--- config.mk ---
export PLATFORM = sky130hd
export DESIGN_NAME = timer_dispatcher
export DESIGN_NICKNAME = d
export VERILOG_FILES = /design/src/rtl/timer_dispatcher.sv
export SDC_FILE = /design/constraint.sdc
export NUM_CORES = 1
export LEC_CHECK = 0
export ABC_AREA = 1
export CAP_MARGIN = 40
export CELL_PAD_IN_SITES_DETAIL_PLACEMENT = 1
export CELL_PAD_IN_SITES_GLOBAL_PLACEMENT = 1
export CORE_MARGIN = 1
export CORE_UTILIZATION = 45
export CTS_BUF_LIST = sky130_fd_sc_hd__clkbuf_4
export DETAILED_ROUTE_END_ITERATION = 6
export GPL_ROUTABILITY_DRIVEN = 0
export HOLD_SLACK_MARGIN = 0.03
export PLACE_DENSITY_LB_ADDON = 0.1
export SLEW_MARGIN = 20
export SYNTH_ARGS = -nofsm -noshare
export SYNTH_HDL_FRONTEND = slang
export SYNTH_SLANG_ARGS = --single-unit
--- constraint.sdc ---
create_clock -name clk -period 2.37 [get_ports clk]
set_input_delay 0.237 -clock clk [delete_from_list [all_inputs] [get_ports clk]]
set_output_delay 0.237 -clock clk [all_outputs]
set_load 0.1 [all_outputs]
--- src/rtl/timer_dispatcher.sv ---
// Feeds duration requests from a small FIFO to the 5-bit countdown timer one at a time,
// waiting for each expiry pulse (or a watchdog abort) before issuing the next.
module timer_dispatcher #(
  parameter int DEPTH   = 4,
  parameter int TIMEOUT = 40
) (
  input  logic                         clk,
  input  logic                         rst_n,
  input  logic                         req_valid,
  input  logic [4:0]                   req_val,
  output logic                         req_ready,
  output logic [4:0]                   tmr_in,
  output logic                         tmr_in_valid,
  input  logic                         tmr_out_valid,
  output logic                         done,
  output logic [4:0]                   done_val,
  output logic                         timeout,
  output logic                         err,
  output logic [$clog2(DEPTH+1)-1:0]   pending,
  output logic                         busy
);

  localparam int AW = $clog2(DEPTH);
  localparam int CW = $clog2(DEPTH+1);
  localparam logic [7:0] WD_LAST = 8'(TIMEOUT - 1);

  typedef enum logic [1:0] {IDLE, LOAD, WAIT} state_t;

  state_t        state, state_nxt;
  logic [4:0]    mem [DEPTH];
  logic [AW-1:0] wr_ptr, rd_ptr;
  logic [CW-1:0] count;
  logic [7:0]    wdog, wdog_nxt;
  logic          push, pop, full;
  logic [4:0]    head;
  logic [4:0]    tmr_in_nxt, done_val_nxt;
  logic          tiv_nxt, done_nxt, timeout_nxt, err_nxt;

  // Readiness depends on occupancy alone, so a same-edge pop never frees a slot early.
  assign full      = (count == CW'(DEPTH));
  assign push      = req_valid && !full;
  assign head      = mem[rd_ptr];
  assign req_ready = !full;
  assign pending   = count;
  assign busy      = (state != IDLE);

  always_ff @(posedge clk) begin
    if (push) mem[wr_ptr] <= req_val;
  end

  always_ff @(posedge clk or negedge rst_n) begin
    if (!rst_n) begin
      wr_ptr <= '0;
      rd_ptr <= '0;
      count  <= '0;
    end else begin
      if (push) wr_ptr <= wr_ptr + AW'(1);
      if (pop)  rd_ptr <= rd_ptr + AW'(1);
      count <= count + CW'(push) - CW'(pop);
    end
  end

  always_comb begin
    state_nxt    = state;
    pop          = 1'b0;
    wdog_nxt     = wdog;
    tmr_in_nxt   = tmr_in;
    tiv_nxt      = 1'b0;
    done_nxt     = 1'b0;
    done_val_nxt = done_val;
    timeout_nxt  = 1'b0;
    err_nxt      = err;
    unique case (state)
      IDLE: begin
        if (count != '0) begin
          pop = 1'b1;
          // Zero-length requests complete immediately without touching the timer.
          if (head == 5'd0) begin
            done_nxt     = 1'b1;
            done_val_nxt = 5'd0;
          end else begin
            tmr_in_nxt = head;
            tiv_nxt    = 1'b1;
            state_nxt  = LOAD;
          end
        end
      end
      LOAD: begin
        wdog_nxt  = 8'd0;
        state_nxt = WAIT;
      end
      WAIT: begin
        if (wdog != 8'hFF) wdog_nxt = wdog + 8'd1;
        // Expiry wins over the watchdog when both land on the same edge.
        if (tmr_out_valid) begin
          done_nxt     = 1'b1;
          done_val_nxt = tmr_in;
          state_nxt    = IDLE;
        end else if (wdog == WD_LAST) begin
          timeout_nxt = 1'b1;
          err_nxt     = 1'b1;
          state_nxt   = IDLE;
        end
      end
      default: state_nxt = IDLE;
    endcase
  end

  always_ff @(posedge clk or negedge rst_n) begin
    if (!rst_n) begin
      state        <= IDLE;
      wdog         <= 8'd0;
      tmr_in       <= 5'd0;
      tmr_in_valid <= 1'b0;
      done         <= 1'b0;
      done_val     <= 5'd0;
      timeout      <= 1'b0;
      err          <= 1'b0;
    end else begin
      state        <= state_nxt;
      wdog         <= wdog_nxt;
      tmr_in       <= tmr_in_nxt;
      tmr_in_valid <= tiv_nxt;
      done         <= done_nxt;
      done_val     <= done_val_nxt;
      timeout      <= timeout_nxt;
      err          <= err_nxt;
    end
  end

endmodule

-- Word-level counts from Yosys, hierarchy flattened
Memory sizes are Yosys's and may differ from the RTL's.
Index checks and enable logic that the tools add are counted.
- register bits after elaboration: 31
- bits in writable memories: 20
- input bits: 9
- logic and storage cells: 68
- memories kept: 1
- memory list (name ; depth ; bits a word ; rd ports ; clocked after Yosys merged registers in ; write ports ; line ; source):
    mem ; 4 ; 5 ; 1 ; 0 ; 1 ; 30 ; logic [4:0] mem [DEPTH];
- $add $sub $neg: 5
- equality and inequality tests: 11
- muxes and demuxes: 25
- bitwise logic cells: 2
- reduce and logical (&&, ||, !) cells: 13
- operators by type and width (operator ; number):
    one-hot mux 8 bit (2 select lines) ; 1
    two-way mux 5 bit ; 3
    two-way mux 1 bit ; 13
    inequality test 2 bit (second input constant) ; 5
    one-hot mux 5 bit (2 select lines) ; 1
    AND reduction 3 bit ; 3
    adder 8 x 1 -> 8 bit (second input constant) ; 1
    == test 8 x 6 -> 1 bit (second input constant) ; 1
    two-way mux 2 bit ; 4
    two-way mux 8 bit ; 1
    inequality test 8 bit (second input constant) ; 1
    one-hot mux 2 bit (3 select lines) ; 1
    nonzero test 2 bit ; 3
    zero test 5 bit ; 1
    adder 2 x 1 -> 2 bit (second input constant) ; 2
    AND reduction 4 bit ; 1
    adder 3 x 1 -> 3 bit ; 1
    == test 3 bit (second input constant) ; 1
    inequality test 3 bit (second input constant) ; 1
    nonzero test 3 bit ; 1
    subtractor 3 x 1 -> 3 bit ; 1
    == test 2 x 1 -> 1 bit (second input constant) ; 1
    == test 2 bit (second input constant) ; 1
    zero test 2 bit ; 1
    other kinds (5) ; 6

-- Logic depth before layout (Yosys ltp)
Gate-level depths: netlist (run 1).
- word-level depth: 5
- mapped depth: 10
- depth with buffers taken out: 10

-- Worst setup path after synthesis (run 1)
No wires, ideal clock.
- path type: register to register
- from: register count[1] (netlist: pending[1])
- to: register count[2] (netlist: pending[2])
- setup time: 133 ps
- data arrival time: 3229 ps
- data required time: 2237 ps
- slack: -992 ps
- cell stages (with the launch flop): 9
- path buffers: 0
- clock period less this slack: 3362 ps
- cells stage by stage: dfrtp_1 > nor2_1 > nand2_1 > nand2_1 > ha_1 > inv_1 > ha_1 > fa_1 > xor2_1
- cells in the longest elaborated chain, start to end: 5
- elaborated cells on any way between the ends: 8
- classes of those cells: add/sub (2); eq/ne (1); mux (2); reduce/logical (3)
- RTL lines (what ; line ; source):
    start: declaration ; 32 ; logic [CW-1:0] count;
    start signal: assignment ; 59 ; count <= count + CW'(push) - CW'(pop);
    == test 3 bit ; 40 ; assign full = (count == CW'(DEPTH));
    zero test 1 bit ; - ;
    via req_ready ; 11 ; output logic req_ready,
    logical AND 1 bit ; 41 ; assign push = req_valid && !full;
    adder 3 x 1 -> 3 bit ; 59 ;
    subtractor 3 x 1 -> 3 bit ; 59 ;
The timed path passes the listed nets, and every way through them passes these cells.
A chain may end at the register's enable or synchronous reset.

-- Worst setup path after layout (run 1)
- from: register count[1] (netlist: pending[1])
- to: register count[2] (netlist: pending[2])
- elaborated cells on any way between the ends: 8
- classes of those cells: add/sub (2); eq/ne (1); mux (2); reduce/logical (3)
- RTL lines (what ; line ; source):
    nonzero test 3 bit ; 75 ; if (count != '0) begin
    two-way mux 1 bit ; 75 ;
    two-way mux 1 bit ; 73 ; unique case (state)
    via pop ; 34 ; logic push, pop, full;
    subtractor 3 x 1 -> 3 bit ; 59 ;
The timed path passes the listed nets, and every way through them passes these cells.

==> run_results.csv, run 1 <==
group,metric,value,unit
synthesis,synth_compound_area_frac,0.0233,
timing,maxSlewHeadroom,0.674,
final_layout,finalNetCount,278,
final_layout,antenna_cells,0,
synthesis,synth_cell_types,31,
timing,fin_crit_sh,0.913,
synthesis,synth_xor_area_frac,0.0334,
timing,finalSetupTns,0,ns
synthesis,yosys.area_share.adder,0.0456,
synthesis,synth-seq-area-share,0.583,
min_path,worstHoldPathType,"in -> async",
clock_network,ctsLongestPathBuffers,2,
drt,wl,4290,µm
drt,num_vias,1569,
clock_network,cts.sinks,51,
timing,hold_slack,0.258,ns
floorplan,die_h,74.5,µm
timing,min_period,2.16,ns
clock_network,cts_tree,"done",
synthesis,yosys_warnings,0,
grt,antenna_found_initial,0,
synthesis,syn-num-nets,244,
clock_network,path_clk_slew,0.15,ns
drt,final_antenna_net_count,0,
setup_path,critPathCaptureType,"flip-flop",
synthesis,synth_area_leaders,"dfrtp_1, edfxtp_1, nand2_1",
clock_network,htree_num_levels,2,
drt,drc,0,
clock_network,ctsResizeCount,0,
timing,final-max-slew-violation-count,0,
drt,dr.pass1.iters,3,
setup_path,crit_required,2.62,ns
floorplan,die_width,74.5,µm
grt,grt_pass1_wl,7310,µm
final_layout,fillers,578,
synthesis,synth-simple-area-share,0.262,
floorplan,io_pins,28,
grt,grt_use_total,0.179,
floorplan,initial_core_util,0.465,
synthesis,synthDominantCellAreaShare,0.328,
synthesis,synth_top_family_by_area,"simple AND/OR/NAND/NOR gates",
setup_path,path_class,"reg -> reg",
drt,wire_per_inst,12.9,µm
grt,grt_max_degree,32,
synthesis,synth_flop_cell,"dfrtp_1",
final_layout,post_route_cells_drive_above_1_share,0.240,
clock_network,root_buffer,"clkbuf_4",
clock_network,ctsHoldBuffers,0,
synthesis,syn_area,2360,µm²
clock_network,clk_latency,0.36,ns
placement,port_buffers,27,
synthesis,async_flop_share,0.608,
timing,worstMarginPinSlew,0.487,ns
timing,rsz0062_at_grt,"no",
floorplan,rows,26,
grt,gr-total-overflow,0,
clock_network,cts_inserted_buffers,5,
clock_network,post_cts_buffers,0,
timing,skew,0.0120,ns
setup_path,crit_fanout,8,
timing,setup_violations,0,
job,cap_violations,0,
synthesis,syn_area_per_cell,10.4,µm²
status,status,"complete, no violations",
floorplan,core,5070,µm²
setup_path,start_kind,"flip-flop",
final_layout,multi_input_area,870,µm²
timing,finalHoldViolations,0,
grt,grt_pass1_vias,1550,
placement,dpl.hpwl,3420,µm
synthesis,synthMuxAreaShare,0,
synthesis,synth_cells,227,
timing,fmax,462,MHz
drt,drt_iter0_drc,64,
final_layout,seq_area,1390,µm²
final_layout,syn_to_final_growth,16.3,%
setup_path,cp_data_arrival_time,2.41,ns
synthesis,ys_ff_latch,51,
synthesis,synth_edf_count,20,
drt,via_per_inst,4.73,
final_layout,utilization,0.541,
synthesis,yosysTopAreaCell,"dfrtp_1",
floorplan,dieArea,5540,µm²
-- synth_stat cells, types with 2 or more instances --
| cell type | instances |
|---|---|
| nand2_1 | 58 |
| dfrtp_1 | 31 |
| nand3_1 | 23 |
| edfxtp_1 | 20 |
| inv_1 | 19 |
| nor2_1 | 12 |
| inv_2 | 9 |
| ha_1 | 7 |
| xor2_1 | 7 |
| nand4_1 | 6 |
| nand2_2 | 5 |
| nand2_4 | 3 |
| nor2_2 | 3 |
| o22ai_1 | 3 |
| nor2_4 | 2 |
| nor2_8 | 2 |
| o21ai_1 | 2 |
| xnor2_1 | 2 |
-- metrics by stage --
step / area, µm² / std cells / setup WS, ns
3_5_place_dp: 2690 / 324 / 0.208
4_1_cts: 2750 / 332 / 0.184
3_3_place_gp: 2690 / 324 / 0.273
6_report: 2750 / 332 / 0.206
5_1_grt: 2750 / 332 / 0.109
2_1_floorplan: 2380 / 227 / 0.0316
-- cells by family after synthesis --
group / Yosys count
buffers and inverters: 31
XOR/XNOR: 9
adder cells (fa/ha/maj): 8
AO/OA/AOI/OAI: 9
flip-flops: 51
AND/OR/NAND/NOR: 119
-- cell type report --
| cell class | instances | share of cell area |
|---|---|---|
| clock buffers | 5 | 0.0137 |
| clock inverters | 3 | 0.00729 |
| inverters | 29 | 0.0401 |
| multi-input cells | 145 | 0.316 |
| flip-flops and latches | 51 | 0.504 |
| well taps | 70 | 0.0319 |
| repair buffers | 29 | 0.0865 |
-- worst max-delay path, stage by stage, from the launching register on --
cell,delay [ns]
dfrtp_4,0.53
nor3_2,0.37
nor2_8,0.09
ha_1,0.29
inv_1,0.04
ha_1,0.19
fa_1,0.39
xor2_1,0.17
-- flip-flops by register name, summed over array words and instances, names as in the netlist --
register and flops:
done 1, done_val 5, err 1, mem 20
pending 3, rd_ptr 2, state 2, timeout 1
tmr_in 5, tmr_in_valid 1, wdog 8, wr_ptr 2
-- layer usage --
layer	track usage	wire (µm)	up-vias
met5	0	0	-
met4	0.0629	65	0
met3	0.0407	120	7
met2	0.305	2230	23
met1	0.223	1880	737
li1	-	-	802
-- worst paths after layout --
| check | startpoint | endpoint | slack [ns] | cells after the start |
|---|---|---|---|---|
| worst max-delay path | pending[1] | pending[2] | 0.21 | 7 |
| worst min-delay path | rst_n | wdog[2] | 0.26 | 2 |
| worst max register to register | pending[1] | pending[2] | 0.21 | 7 |
| worst min register to register | err | err | 0.51 | 1 |
| max in group asynchronous | rst_n | pending[0] | 1.79 | 2 |
| min in group clk | req_val[1] | mem[2][1] | 0.49 | 1 |
-- layout by cell type, fill, tap and decap left out, types with 4 or more instances in the layout --
| cell | netlist | routed |
|---|---|---|
| xor2_1 | 7 | 7 |
| nand2_1 | 58 | 56 |
| nand2_2 | 5 | 6 |
| inv_2 | 9 | 9 |
| clkdlybuf4s50_1 | 0 | 8 |
| dfrtp_1 | 31 | 28 |
| clkbuf_4 | 0 | 5 |
| nor2_1 | 12 | 12 |
| edfxtp_1 | 20 | 20 |
| nand4_1 | 6 | 6 |
| inv_1 | 19 | 19 |
| ha_1 | 7 | 7 |
| nand2_4 | 3 | 4 |
| nand3_1 | 23 | 23 |
| buf_4 | 0 | 21 |
Power of run 1 is left out: the tool's default activity adds up to more than one toggle a clock period on the data nets, which glitch-free logic cannot reach.
==> run 2, diff against run 1 <==
--- a/config.mk
+++ b/config.mk
@@ -10,13 +10,12 @@
 export CELL_PAD_IN_SITES_DETAIL_PLACEMENT = 1
 export CELL_PAD_IN_SITES_GLOBAL_PLACEMENT = 1
 export CORE_MARGIN = 1
-export CORE_UTILIZATION = 45
-export CTS_BUF_LIST = sky130_fd_sc_hd__clkbuf_4
+export CORE_UTILIZATION = 43
 export DETAILED_ROUTE_END_ITERATION = 6
 export GPL_ROUTABILITY_DRIVEN = 0
 export HOLD_SLACK_MARGIN = 0.03
 export PLACE_DENSITY_LB_ADDON = 0.1
-export SLEW_MARGIN = 20
+export SLEW_MARGIN = 30
 export SYNTH_ARGS = -nofsm -noshare
 export SYNTH_HDL_FRONTEND = slang
 export SYNTH_SLANG_ARGS = --single-unit
==> run 2 against run 1 <==
- critical path depth unchanged
- flip-flop and latch count unchanged
- die area increased by 4.5%
- first-iteration DRC count decreased by 4.7%
- global-route usage decreased by 0.42 points
- final cell count decreased by 0.30%
- cell area increased by 2.0%
- wire length increased by 1.8%
- count of clock-buffer cells in the layout increased by 1
- critical path type unchanged
- highest routed layer unchanged
==> run_results.csv, run 2 (synthesized netlist as in run 1, its figures left out) <==
group,metric,value,unit
setup_path,critPathSlowestCell,"dfrtp_4",
status,status,"complete, no violations",
floorplan,io_pins,28,
grt,grt_max_degree,21,
clock_network,ctsResizeCount,0,
clock_network,clk_latency,0.30,ns
setup_path,reg2reg_setup_slack,0.25,ns
setup_path,path_buf_inv,1,
clock_network,ctsHoldBuffers,0,
floorplan,die_width,76.1,µm
clock_network,post_cts_buffers,0,
timing,maxSlewHeadroom,0.563,
timing,finalSetupTns,0,ns
timing,fmax,472,MHz
placement,dpl.hpwl,3280,µm
clock_network,ctsLongestPathBuffers,2,
final_layout,syn_to_final_growth,18.7,%
setup_path,crit_path_max_incr_delay,0.51,ns
final_layout,finalNetCount,277,
final_layout,largest_reg_flops,20,
drt,drc,0,
drt,final_antenna_net_count,0,
grt,gr-total-overflow,0,
setup_path,critPathCaptureType,"flip-flop",
setup_path,path_class,"reg -> reg",
drt,via_per_inst,4.82,
drt,dr.pass1.iters,3,
setup_path,cpMostUsedCell,"ha_1",
min_path,worstHoldPathType,"in -> async",
final_layout,reg_top3,"mem (20), wdog (8)",
floorplan,dieArea,5790,µm²
final_layout,antenna_cells,0,
drt,wl,4370,µm
drt,drt_iter0_drc,61,
clock_network,cts_inserted_buffers,5,
timing,skew,0.00966,ns
drt,wire_per_inst,13.2,µm
clock_network,cts.sinks,51,
timing,setup_violations,0,
timing,final-max-slew-violation-count,0,
floorplan,initial_core_util,0.454,
floorplan,die_h,76.1,µm
timing,fin_crit_sh,0.894,
clock_network,path_clk_slew,0.09,ns
job,cap_violations,0,
clock_network,root_buffer,"clkbuf_8",
final_layout,layout_common_cells,"nand2_1, dfrtp_1, nand3_1, edfxtp_1",
clock_network,htree_num_levels,2,
timing,worstMarginPinSlew,0.654,ns
grt,grt_pass1_wl,7980,µm
timing,finalHoldViolations,0,
timing,rsz0062_at_grt,"no",
timing,min_period,2.12,ns
setup_path,crit_required,2.54,ns
final_layout,regMostFlops,"mem",
floorplan,core,5200,µm²
final_layout,post_route_cells_drive_above_1_share,0.238,
floorplan,rows,26,
setup_path,cp_top_family,"adder cells",
setup_path,start_kind,"flip-flop",
setup_path,critical_path.cell_chain,"nor3_2, nor2_8, ha_1, inv_1, ha_1, fa_1, xor2_1",
grt,antenna_found_initial,0,
grt,grt_use_total,0.175,
placement,port_buffers,27,
setup_path,crit_fanout,8,
drt,num_vias,1594,
setup_path,cp_data_arrival_time,2.29,ns
final_layout,final_common_cell,"nand2_1",
clock_network,cts_tree,"done",
grt,grt_pass1_vias,1675,
## run 2: cell count changes in the layout (fill, tap and decap cells not counted)
cell,before,now
bufinv_16,0,1
inv_4,0,1
buf_4,21,19
clkinvlp_4,1,0
clkinv_1,1,0
clkbuf_4,5,0
buf_12,0,1
clkbuf_8,0,5
clkbuf_1,0,1
clkinv_4,1,0
## run 2: cell type report
cell class	instances	area, µm²
inverters	29	110
repair buffers	28	243
clock buffers	6	72.6
fillers	591	2400
flip-flops and latches	51	1390
clock inverters	2	36.3
well taps	70	87.6
multi-input cells	145	870
## run 2: per-layer routing
| metal | vias up | track usage | routed length (µm) |
|---|---|---|---|
| met5 | - | 0 | 0 |
| met4 | 0 | 0.0577 | 61 |
| met3 | 7 | 0.0311 | 109 |
| met2 | 23 | 0.304 | 2140 |
| met1 | 762 | 0.220 | 2050 |
| li1 | 802 | - | - |
## run 2: final timing paths
path | to | cells after the start | startpoint
min in group clk | err | 1 | err
min reg2reg | err | 1 | err
max | pending[2] | 7 | pending[1]
min | wdog[2] | 1 | rst_n
max in group asynchronous | tmr_in[1] | 2 | rst_n
max reg2reg | pending[2] | 7 | pending[1]
## run 2: worst reg2reg max path: stages (launching register included)
cell,delay [ns]
dfrtp_4,0.51
nor3_2,0.35
nor2_8,0.09
ha_1,0.28
inv_1,0.04
ha_1,0.17
fa_1,0.38
xor2_1,0.17
## run 2: metrics by stage
stage	util	instance area (µm²)	setup WS [ns]	instances	hold WS (ns)
after global routing	0.539	2800	0.154	331	0.360
after detailed placement	0.518	2700	0.240	323	0.477
after global placement	0.518	2700	0.270	323	0.466
final	0.539	2800	0.251	331	0.332
after CTS	0.539	2800	0.218	331	0.341
after floorplan	-	2380	0.0316	227	-0.0586
Power of run 2 is left out for the same reason.
==> run 3, diff against run 2 <==
--- a/config.mk
+++ b/config.mk
@@ -9,12 +9,14 @@
 export CAP_MARGIN = 40
 export CELL_PAD_IN_SITES_DETAIL_PLACEMENT = 1
 export CELL_PAD_IN_SITES_GLOBAL_PLACEMENT = 1
+export CORE_ASPECT_RATIO = 0.6
 export CORE_MARGIN = 1
 export CORE_UTILIZATION = 43
 export DETAILED_ROUTE_END_ITERATION = 6
 export GPL_ROUTABILITY_DRIVEN = 0
 export HOLD_SLACK_MARGIN = 0.03
 export PLACE_DENSITY_LB_ADDON = 0.1
+export SETUP_SLACK_MARGIN = 0.3
 export SLEW_MARGIN = 30
 export SYNTH_ARGS = -nofsm -noshare
 export SYNTH_HDL_FRONTEND = slang
==> run 3 against run 2 <==
- the run now ends with DRC left
- wire length increased by 11%
- core utilization up 1.5 points
- final cell count is 0.91% lower
- worst setup slack gained 0.12 ns
- flip-flop and latch count unchanged
- maximum frequency increased by 5.8%
- cell area is 2.4% higher
- global-route usage increased by 1.1 points
- register-to-register slack improved by 0.12 ns
- first-iteration DRC count fell by 16%
- count of clock-buffer cells in the layout grew 1
- critical path type unchanged
- highest routed layer unchanged
==> run_results.csv, run 3 (synthesized netlist as in run 1, its figures left out) <==
group,metric,value,unit
setup_path,cp_data_arrival_time,2.20,ns
clock_network,ctsHoldBuffers,0,
drt,wl,4850,µm
min_path,worstHoldPathType,"in -> async",
setup_path,start_kind,"flip-flop",
final_layout,seq_area,1390,µm²
grt,grt_pass1_vias,1532,
setup_path,r2r_end,"pending[2]",
placement,port_buffers,27,
setup_path,crit_required,2.56,ns
drt,final_antenna_net_count,0,
final_layout,reg_top3,"mem (20), wdog (8)",
grt,grt_max_degree,32,
grt,grt_pass1_wl,7930,µm
drt,wire_per_inst,14.8,µm
setup_path,path_buf_inv,1,
final_layout,syn_to_final_growth,21.5,%
timing,fin_crit_sh,0.845,
clock_network,clk_latency,0.31,ns
job,cap_violations,0,
floorplan,die_width,97.7,µm
floorplan,die_h,59.4,µm
floorplan,dieArea,5800,µm²
floorplan,core,5180,µm²
clock_network,ctsResizeCount,0,
grt,antenna_found_initial,0,
setup_path,reg2reg_setup_slack,0.37,ns
setup_path,crit_cells,7,
setup_path,r2r-start,"pending[2]",
timing,worstMarginPinSlew,0.627,ns
clock_network,post_cts_buffers,0,
timing,final-max-slew-violation-count,0,
drt,dr.pass1.iters,6,
clock_network,root_buffer,"clkbuf_8",
final_layout,layout_common_cells,"nand2_1, dfrtp_1, nand3_1, buf_4, edfxtp_1",
final_layout,largest_reg_flops,20,
setup_path,crit_fanout,8,
final_layout,fillers,576,
status,violations,"DRC",
grt,grt_use_total,0.185,
clock_network,cts_tree,"done",
grt,gr-total-overflow,0,
drt,via_per_inst,4.90,
setup_path,cpMostUsedCell,"ha_4",
timing,fmax,499,MHz
clock_network,htree_num_levels,2,
setup_path,path_class,"reg -> reg",
final_layout,final_common_cell,"nand2_1",
final_layout,finalNetCount,278,
floorplan,rows,20,
final_layout,design_area,2870,µm²
timing,setup_violations,0,
drt,num_vias,1606,
final_layout,post_route_cells_drive_above_1_share,0.263,
timing,finalSetupTns,0,ns
timing,rsz0062_at_grt,"no",
timing,maxSlewHeadroom,0.581,
clock_network,path_clk_slew,0.10,ns
floorplan,initial_core_util,0.456,
drt,drc,4,
setup_path,critPathSlowestCell,"dfrtp_4",
setup_path,cp_top_family,"adder cells",
floorplan,io_pins,28,
clock_network,cts_inserted_buffers,5,
timing,skew,0.00657,ns
clock_network,cts.sinks,51,
setup_path,r2r_cells,7,
setup_path,critical_path.cell_chain,"nor3_4, nor2_8, ha_4, inv_2, ha_4, fa_2, xor2_1",
setup_path,critPathCaptureType,"flip-flop",
final_layout,antenna_cells,0,
clock_network,ctsLongestPathBuffers,2,
setup_path,crit_path_max_incr_delay,0.54,ns
status,status,"finished, violations left",
timing,finalHoldViolations,0,
placement,placed_area,2750,µm²
final_layout,regMostFlops,"mem",
final_layout,multi_input_area,933,µm²
drt,drt_iter0_drc,51,
timing,min_period,2.00,ns
placement,dpl.hpwl,3710,µm
==> run 3: cell count changes in the layout (fill, tap and decap cells not counted), sizes merged <==
cell,previous run,this run
bufinv,1,0
buf,20,21
clkbuf,6,7
==> run 3: worst max path at each step <==
stage	start	endpoint	slack, ns
2_1_floorplan	pending[2]	pending[2]	0.27
3_3_place_gp	pending[2]	pending[2]	0.38
3_5_place_dp	pending[2]	pending[2]	0.38
4_1_cts	pending[2]	pending[2]	0.35
5_1_grt	pending[2]	pending[2]	0.31
6_report	pending[2]	pending[2]	0.37
==> run 3: metrics by stage <==
step           setup slack (ns)  std cells  utilization  hold WS [ns]
5_1_grt                   0.308        328        0.554         0.346
4_1_cts                   0.350        328        0.554         0.320
3_5_place_dp              0.377        320        0.532         0.481
6_report                  0.368        328        0.554         0.313
2_1_floorplan             0.271        227            -       -0.0586
3_3_place_gp              0.382        320        0.532         0.476
==> run 3: cell type report <==
type                            instances  area share
Clock inverter                          1     0.00305
Clock buffer                            7      0.0375
Timing Repair Buffer                   29      0.0828
Multi-Input combinational cell        145       0.325
Tap cell                               66      0.0288
Inverter                               29      0.0392
Sequential cell                        51       0.483
==> run 3: worst register-to-register path, delay by kind of cell (launching register included) <==
kind	cells	cell delay, ns
and+or+nand+nor	2	0.40
adders and majority gates	3	0.78
DFF	1	0.54
xor gates and xnor gates	1	0.15
buffers and inverters	1	0.04
==> run 3: metal layers <==
| metal | wire length, µm | GRT usage |
|---|---|---|
| met5 | 0 | 0 |
| met1 | 2600 | 0.273 |
| met2 | 1970 | 0.264 |
| met4 | 26 | 0.0455 |
| met3 | 256 | 0.0601 |
Power of run 3 is left out for the same reason.
